==> src/rtl/rf_writeback.sv <==
// Register-file write-port initiator: merges load returns and ALU results into one
// registered write, buffering ALU results that lose to a load in a small FIFO.
module rf_writeback #(
  parameter int FIFO_DEPTH = 2
) (
  input  logic        clk,
  input  logic        reset,
  input  logic        alu_valid,
  output logic        alu_ready,
  input  logic [4:0]  alu_rd,
  input  logic [31:0] alu_data,
  input  logic        ld_valid,
  input  logic [4:0]  ld_rd,
  input  logic [2:0]  ld_funct3,
  input  logic [1:0]  ld_addr_lo,
  input  logic [31:0] ld_rdata,
  output logic        rf_we,
  output logic [4:0]  rf_wa,
  output logic [31:0] rf_wdata,
  output logic [31:0] pend_mask,
  output logic        ld_err
);

  localparam int PW = $clog2(FIFO_DEPTH);
  localparam int CW = PW + 1;

  logic [4:0]    fifo_rd   [FIFO_DEPTH];
  logic [31:0]   fifo_data [FIFO_DEPTH];
  logic [PW-1:0] wr_ptr;
  logic [PW-1:0] rd_ptr;
  logic [CW-1:0] count;

  logic        alu_xfer;
  logic        ld_legal;
  logic        ld_wr;
  logic        pop;
  logic        bypass;
  logic        enq;
  logic [31:0] ld_ext;

  // ALU handshake: a result transfers on a rising edge where alu_valid && alu_ready.
  // alu_ready depends only on registered count (and reset), never on alu_valid.
  assign alu_ready = !reset && (count < CW'(FIFO_DEPTH));
  assign alu_xfer  = alu_valid && alu_ready;

  always_comb begin
    ld_legal = 1'b0;
    case (ld_funct3)
      3'b000, 3'b001, 3'b010, 3'b100, 3'b101: ld_legal = 1'b1;
      default: ld_legal = 1'b0;
    endcase
  end

  // Priority: legal load, then FIFO head, then same-cycle ALU bypass when empty.
  assign ld_wr  = ld_valid && ld_legal && (ld_rd != 5'd0);
  assign pop    = !ld_wr && (count != '0);
  assign bypass = !ld_wr && (count == '0) && alu_xfer && (alu_rd != 5'd0);
  assign enq    = alu_xfer && (alu_rd != 5'd0) && !bypass;

  always_comb begin
    logic [4:0]  shift;
    logic [7:0]  b;
    logic [15:0] h;
    shift = {ld_addr_lo, 3'b000};
    b     = ld_rdata[shift +: 8];
    h     = ld_addr_lo[1] ? ld_rdata[31:16] : ld_rdata[15:0];
    case (ld_funct3)
      3'b000:  ld_ext = {{24{b[7]}}, b};
      3'b100:  ld_ext = {24'b0, b};
      3'b001:  ld_ext = {{16{h[15]}}, h};
      3'b101:  ld_ext = {16'b0, h};
      default: ld_ext = ld_rdata;
    endcase
  end

  // Storage needs no reset: entries are only visible below count.
  always_ff @(posedge clk) begin
    if (!reset && enq) begin
      fifo_rd[wr_ptr]   <= alu_rd;
      fifo_data[wr_ptr] <= alu_data;
    end
  end

  always_ff @(posedge clk) begin
    if (reset) begin
      wr_ptr   <= '0;
      rd_ptr   <= '0;
      count    <= '0;
      rf_we    <= 1'b0;
      rf_wa    <= 5'd0;
      rf_wdata <= 32'd0;
      ld_err   <= 1'b0;
    end else begin
      if (enq) wr_ptr <= wr_ptr + 1'b1;
      if (pop) rd_ptr <= rd_ptr + 1'b1;
      count  <= count + CW'(enq) - CW'(pop);
      ld_err <= ld_valid && !ld_legal;
      rf_we  <= ld_wr || pop || bypass;
      if (ld_wr) begin
        rf_wa    <= ld_rd;
        rf_wdata <= ld_ext;
      end else if (pop) begin
        rf_wa    <= fifo_rd[rd_ptr];
        rf_wdata <= fifo_data[rd_ptr];
      end else if (bypass) begin
        rf_wa    <= alu_rd;
        rf_wdata <= alu_data;
      end
    end
  end

  always_comb begin
    pend_mask = 32'd0;
    for (int i = 0; i < FIFO_DEPTH; i++) begin
      if (CW'(i) < count) pend_mask[fifo_rd[rd_ptr + PW'(i)]] = 1'b1;
    end
    if (rf_we) pend_mask[rf_wa] = 1'b1;
    pend_mask[0] = 1'b0;
  end

endmodule

==> config.mk <==
export PLATFORM = sky130hd
export DESIGN_NAME = rf_writeback
export DESIGN_NICKNAME = d
export VERILOG_FILES = /design/src/rtl/rf_writeback.sv
export SDC_FILE = /design/constraint.sdc
export NUM_CORES = 1
export LEC_CHECK = 0
export CORE_ASPECT_RATIO = 0.7
export CORE_MARGIN = 2
export CORE_UTILIZATION = 54
export DETAILED_ROUTE_END_ITERATION = 16
export PLACE_DENSITY = 0.84
export SLEW_MARGIN = 20
export SYNTH_ARGS = -nofsm -noshare
export SYNTH_HDL_FRONTEND = slang
export SYNTH_SLANG_ARGS = --single-unit
==> constraint.sdc <==
create_clock -name clk -period 7 [get_ports clk]
set_input_delay 0.7 -clock clk [delete_from_list [all_inputs] [get_ports clk]]
set_output_delay 0.7 -clock clk [all_outputs]
set_load 0.02 [all_outputs]
-- After elaboration in Yosys (flattened, before gate mapping)
Memories as Yosys holds them, arrays and structs flattened. A register that Yosys moved wholly into a read port is not among the register bits.
Index checks and enable logic that the tools add are counted.
- mux-type cells: 24
- reduce and logical (&&, ||, !) cells: 28
- shift operators: 1
- bitwise gates (word level): 2
- equal/unequal tests: 4
- divide/modulo/power cells: 0
- multipliers: 0
- magnitude comparators: 9
- $add $sub $neg: 4
- operators with widths (cell ; count):
    $mux 32 ; 6
    $pmux 32 s4 ; 1
    $or 32x32->32 ; 2
    $shiftx 32x6->8 ; 1
    $lt 5x6->1 const B ; 3
    $mux 16 ; 1
    $demux 1 s5 ; 3
    $ge 5x1->1 const B ; 3
    $logic_and 1x1->1 ; 15
    $mux 5 ; 3
    $mux 1 ; 10
    $reduce_bool 5->1 ; 2
    $eq 3x3->1 const B ; 2
    $reduce_or 5->1 ; 1
    $logic_not 1->1 ; 4
    $lt 1x2->1 const A ; 2
    $eq 3x1->1 const B ; 1
    $eq 3x2->1 const B ; 1
    $logic_not 3->1 ; 1
    $reduce_bool 3->1 ; 1
    $add 1x1->1 const B ; 2
    $add 2x1->2 ; 1
    $logic_not 2->1 ; 1
    $logic_or 1x1->1 ; 2
    3 further kinds ; 3
- bits in latches: 0
- bits of input ports: 83
- bits in writable memories: 74
- word-level logic and storage cells: 81
- bits in registers: 43
- memories kept: 2
- ROM bits: 0
- output and inout bits: 72
- memories (name ; words ; width ; rd ports ; clocked after memory_dff ; write ports ; line ; text):
    fifo_data ; 2 ; 32 ; 1 ; 1 ; 1 ; 28 ; logic [31:0] fifo_data [FIFO_DEPTH];
    fifo_rd ; 2 ; 5 ; 2 ; 1 ; 1 ; 27 ; logic [4:0] fifo_rd [FIFO_DEPTH];

-- Depth between registers and ports, before layout
- depth after elaboration: 14
- mapped depth: 12
- gate-level depth less buffers: 9

-- Least setup slack after synthesis
Ideal clock, no wire load.
- path type: in2reg
- from: input port reset
- to: memory fifo_data[0][0], enable pin
- cell stages on the path: 5
- path slack: 3202 ps
- data arrival time: 3366 ps
- buffers on the path: 1
- setup time: 431 ps
- required time: 6569 ps
- path through: clkbuf_1 -> nor2_1 -> o211a_2 -> o21ai_1 -> nor2_1
- word-level cells in the longest chain between the ends: 10
- elaborated cells between the ends (all ways): 11
- those cells by class: 2 x mux; 9 x reduce/logical
- ends and longest elaborated chain (element ; line ; text):
    start, declared ; 7 ; input logic reset,
    $logic_not 1->1 * ; 43 ; assign alu_ready = !reset && (count < CW'(FIFO_DEPTH));
    $logic_and 1x1->1 * ; 43 ;
    net alu_ready ; 9 ; output logic alu_ready,
    $logic_and 1x1->1 * ; 44 ; assign alu_xfer = alu_valid && alu_ready;
    $logic_and 1x1->1 (2 in series) ; 57 ; assign bypass = !ld_wr && (count == '0) && alu_xfer && (alu_rd != 5'd0);
    $logic_not 1->1 ; 58 ; assign enq = alu_xfer && (alu_rd != 5'd0) && !bypass;
    $logic_and 1x1->1 * ; 58 ;
    $logic_and 1x1->1 * ; 78 ; if (!reset && enq) begin
    $mux 1 * ; 78 ;
    $mux 1 (not written as such) * ; 80 ; fifo_data[wr_ptr] <= alu_data;
    end, declared ; 28 ;
The timed path passes the listed nets; every way through them passes the cells marked *.

-- Worst setup path in the final report
- from: input port ld_funct3[0]
- to: memory fifo_data[0][23], enable pin
- word-level cells in the longest chain between the ends: 14
- elaborated cells between the ends (all ways): 18
- those cells by class: 4 x eq/ne; 3 x mux; 11 x reduce/logical
- ends and longest elaborated chain (element ; line ; text):
    start, declared ; 14 ; input logic [2:0] ld_funct3,
    $eq 3x3->1, or another cell as far along ; 48 ; case (ld_funct3)
    $reduce_or 5->1 * ; 48 ;
    $mux 1 * ; 48 ;
    $logic_and 1x1->1 * (2 in series) ; 55 ; assign ld_wr = ld_valid && ld_legal && (ld_rd != 5'd0);
    $logic_not 1->1 * ; 57 ;
    $logic_and 1x1->1 * (3 in series) ; 57 ;
    $logic_not 1->1 * ; 58 ;
    $logic_and 1x1->1 * ; 58 ;
    $logic_and 1x1->1 * ; 78 ;
    $mux 1 * ; 78 ;
    $mux 1 (not written as such) * ; 80 ;
Every way passes the cells marked *; elsewhere a longest branch is shown, timed or not.

==> results.ini <==
[run_status]
status=finished, final reports clean

[clocking]
insertion_delay_ns=0.42
ctsHtreeMaxLevel=4
cts_num_sinks=118
clock_path_buffers=2
cts-resized-gates=0
path_clk_slew_ns=0.05
hold_buffers=0
cts_root_buffer=clkbuf_16
numCtsBuffers=17
postCtsSetupBuffers=0
cts_tree=built

[synth]
yosys_warnings=0
synth_edf_count=74
synth_mux_area_share_pct=7.79
synth_xor_area_share_pct=0.551
synth_top_family_by_area=compound AO/OA/AOI/OAI gates
synth_area_leaders=edfxtp_1 35%, dfxtp_1 14%, nand2_1 6.7%
synth_ff_type=edfxtp_1
yosysSeqAreaShare_pct=48.8
synthSimpleGateAreaFrac_pct=17.0
syn_inst=657
synth_compound_area_share_pct=21.4
synth_cell_types=60
syn-cell-area_um2=6360
syn_avg_cell_area_um2=9.68
syn_nets=742
synth_adder_area_share_pct=0.393
post-synth-top-area-cell=edfxtp_1
synth-seq-cells=118
synth_top_cell_area_share_pct=34.9
ys_async_sr_fraction_pct=0

[place]
post-place-ws_ns=2.83
dp.final_hpwl_mm=15.0
place_congestion=0.965
port_buffers=153

[critical_path]
cp_slowest_cell=o211a_1
timing.rr.start=count[1]$_SDFF_PP0_
crit_type=primary input to flop
path_cells=clkdlybuf4s50_1 > o21ai_1 > o211a_1 > o21ai_1 > nor2_4 > buf_12
start_kind=primary input
crit_buf_inv=2
cp_top_family=compound AO/OA/AOI/OAI gates
worstSetupStartpoint=ld_funct3[0]
endpoint_kind=flop
required_ns=7.11
crit_top_cell=o21ai_1
arrival_ns=4.01
slowest_delay_ns=0.82
crit_fanout=25

[timing]
fin_crit_ns=3.90
hold_violations=0
tns_ns=0
fin_skew_ns=0.00713
rsz0062_at_grt=no
slew_headroom_pct=24.8
tightest_slew_ns=1.12
final_max_slew_viol_count=0
fin_ws_ns=3.10
hold_ws_ns=0.465
finalSetupViolations=0
clock.fmax_ghz=0.257
fin_crit_sh_pct=55.7

[grt]
antenna_found_initial=0
grt_first_pass_wirelength_mm=32.0
gr-total-overflow=0
grt_max_degree=47
grt_pass1_vias=5771
grt_usage_pct=33.4

[routing]
drt.antenna.violating_nets=0
drt_wl_total_mm=21.0
drc=0
top_layer=met4
first_iter_violations=889
met1Wirelength_mm=8.90
vias=6175
wl_met3_mm=2.66
dr_wl_met2_mm=8.91
vias_per_cell=6.46
wl_per_cell_um=21.9
drtPass1Iterations=6

[finish]
drive_above_1_share_pct=7.63
antennaDiodeCount=0
nets=871
area_growth_pct=34.2
utilization_pct=73.6

[floorplanning]
die-area_um2=12700
die_w_um=134
start_util_pct=54.8
fp.dieH_um=94.8
core-area_um2=11600
io_pins=155
rows=33

[power]
totalPowerFinal_mw=2.88
max-vdd-ir-drop_uv=259
power_density_nw_per_um2=337
p_leak_nw=3.06

[job]
drv_cap=0

[worst_hold_path]
hold_path.startpoint=rf_wdata[19]$_SDFFE_PP0P_
hold_path.class=flop to flop

## cells by family after synthesis
| group | after synthesis |
|---|---|
| DFF | 118 |
| buffers and inverters | 61 |
| other | 1 |
| muxes | 47 |
| xor gates and xnor gates | 4 |
| adders and majority gates | 2 |
| and+or+nand+nor | 234 |
| AOI/OAI and AO/OA | 190 |
## tightest hold or removal path: stages (launching register included)
cell	delay, ns
dfxtp_1	0.30
nand2_1	0.05
a21oi_1	0.06
## routing by layer
layer	vias up	GRT usage (%)
li1	2730	-
met1	2942	49.7
met2	454	45.8
met3	49	9.23
met4	0	13.4
met5	-	0
## cell usage in the layout, fill, tap and decap left out, drive strengths merged, types with 3 or more instances in the layout
cell type / Yosys / routed
dfxtp: 44 / 44
o211ai: 14 / 14
nor3: 9 / 9
a31oi: 6 / 6
o21ai: 28 / 28
mux2i: 36 / 36
nand3: 10 / 10
clkdlybuf4s50: 0 / 153
a21oi: 19 / 19
and2: 8 / 8
a211oi: 23 / 23
nor3b: 12 / 12
xnor2: 3 / 3
o22ai: 8 / 8
mux2: 10 / 10
a311oi: 12 / 12
nor2: 53 / 53
a32o: 11 / 11
inv: 11 / 13
o31ai: 4 / 4
nor2b: 7 / 7
nand2: 113 / 113
buf: 16 / 7
a22oi: 33 / 33
clkinvlp: 0 / 6
clkinv: 0 / 6
o21bai: 4 / 4
edfxtp: 74 / 74
a2bb2oi: 3 / 3
and3: 9 / 9
a21o: 11 / 11
clkbuf: 34 / 17
and3b: 3 / 3
## power by group
group	total, mW	internal (mW)	switching (mW)
Sequential	0.981	0.859	0.122
Clock	0.816	0.487	0.329
Combinational	1.08	0.443	0.636
Total	2.88	1.79	1.09
## per-stage QoR
stage                     instance area [µm²]  instances
after global placement                   7930        922
final                                    8540        956
after CTS                                8530        956
after global routing                     8540        956
after floorplan                          6360        657
after detailed placement                 7970        924
## cell type report
cell class	instances	area, µm²
Sequential cell	118	3100
Fill cell	792	3070
Multi-Input combinational cell	478	3030
Timing Repair Buffer	160	1610
Clock buffer	17	425
Tap cell	157	196
Clock inverter	15	131
Inverter	11	41.3
## state kept, by name, summed over array words and instances (netlist names), named ones only
name,flops
count,2
fifo_data,64
fifo_rd,10
rf_wa,5
ld_err,1
rf_we,1
wr_ptr,1
rd_ptr,1
rf_wdata,32
## path summary, 6_finish.rpt
| check | depth (start not counted) | slack, ns | to |
|---|---|---|---|
| worst max register to register | 4 | 4.14 | fifo_data[0][23]$_DFFE_PP_ |
| worst min register to register | 2 | 0.47 | rf_wdata[19]$_SDFFE_PP0P_ |
| worst max-delay path | 6 | 3.10 | fifo_data[0][23]$_DFFE_PP_ |
| worst min-delay path | 2 | 0.47 | rf_wdata[19]$_SDFFE_PP0P_ |
## cell usage after synthesis, types with 9 or more instances
cell type  instances
inv_1             11
and3_1             9
a21o_1            11
a211oi_1          23
nor3b_1           12
mux2_2            10
a32o_1            11
clkbuf_1          34
a311oi_1          12
nand2_1          113
o21ai_0           26
a21oi_1           19
edfxtp_1          74
mux2i_1           36
nand3_1            9
a22oi_1           33
o211ai_1          13
nor2_1            51
dfxtp_1           44
(Power assumes the default switching activity.)
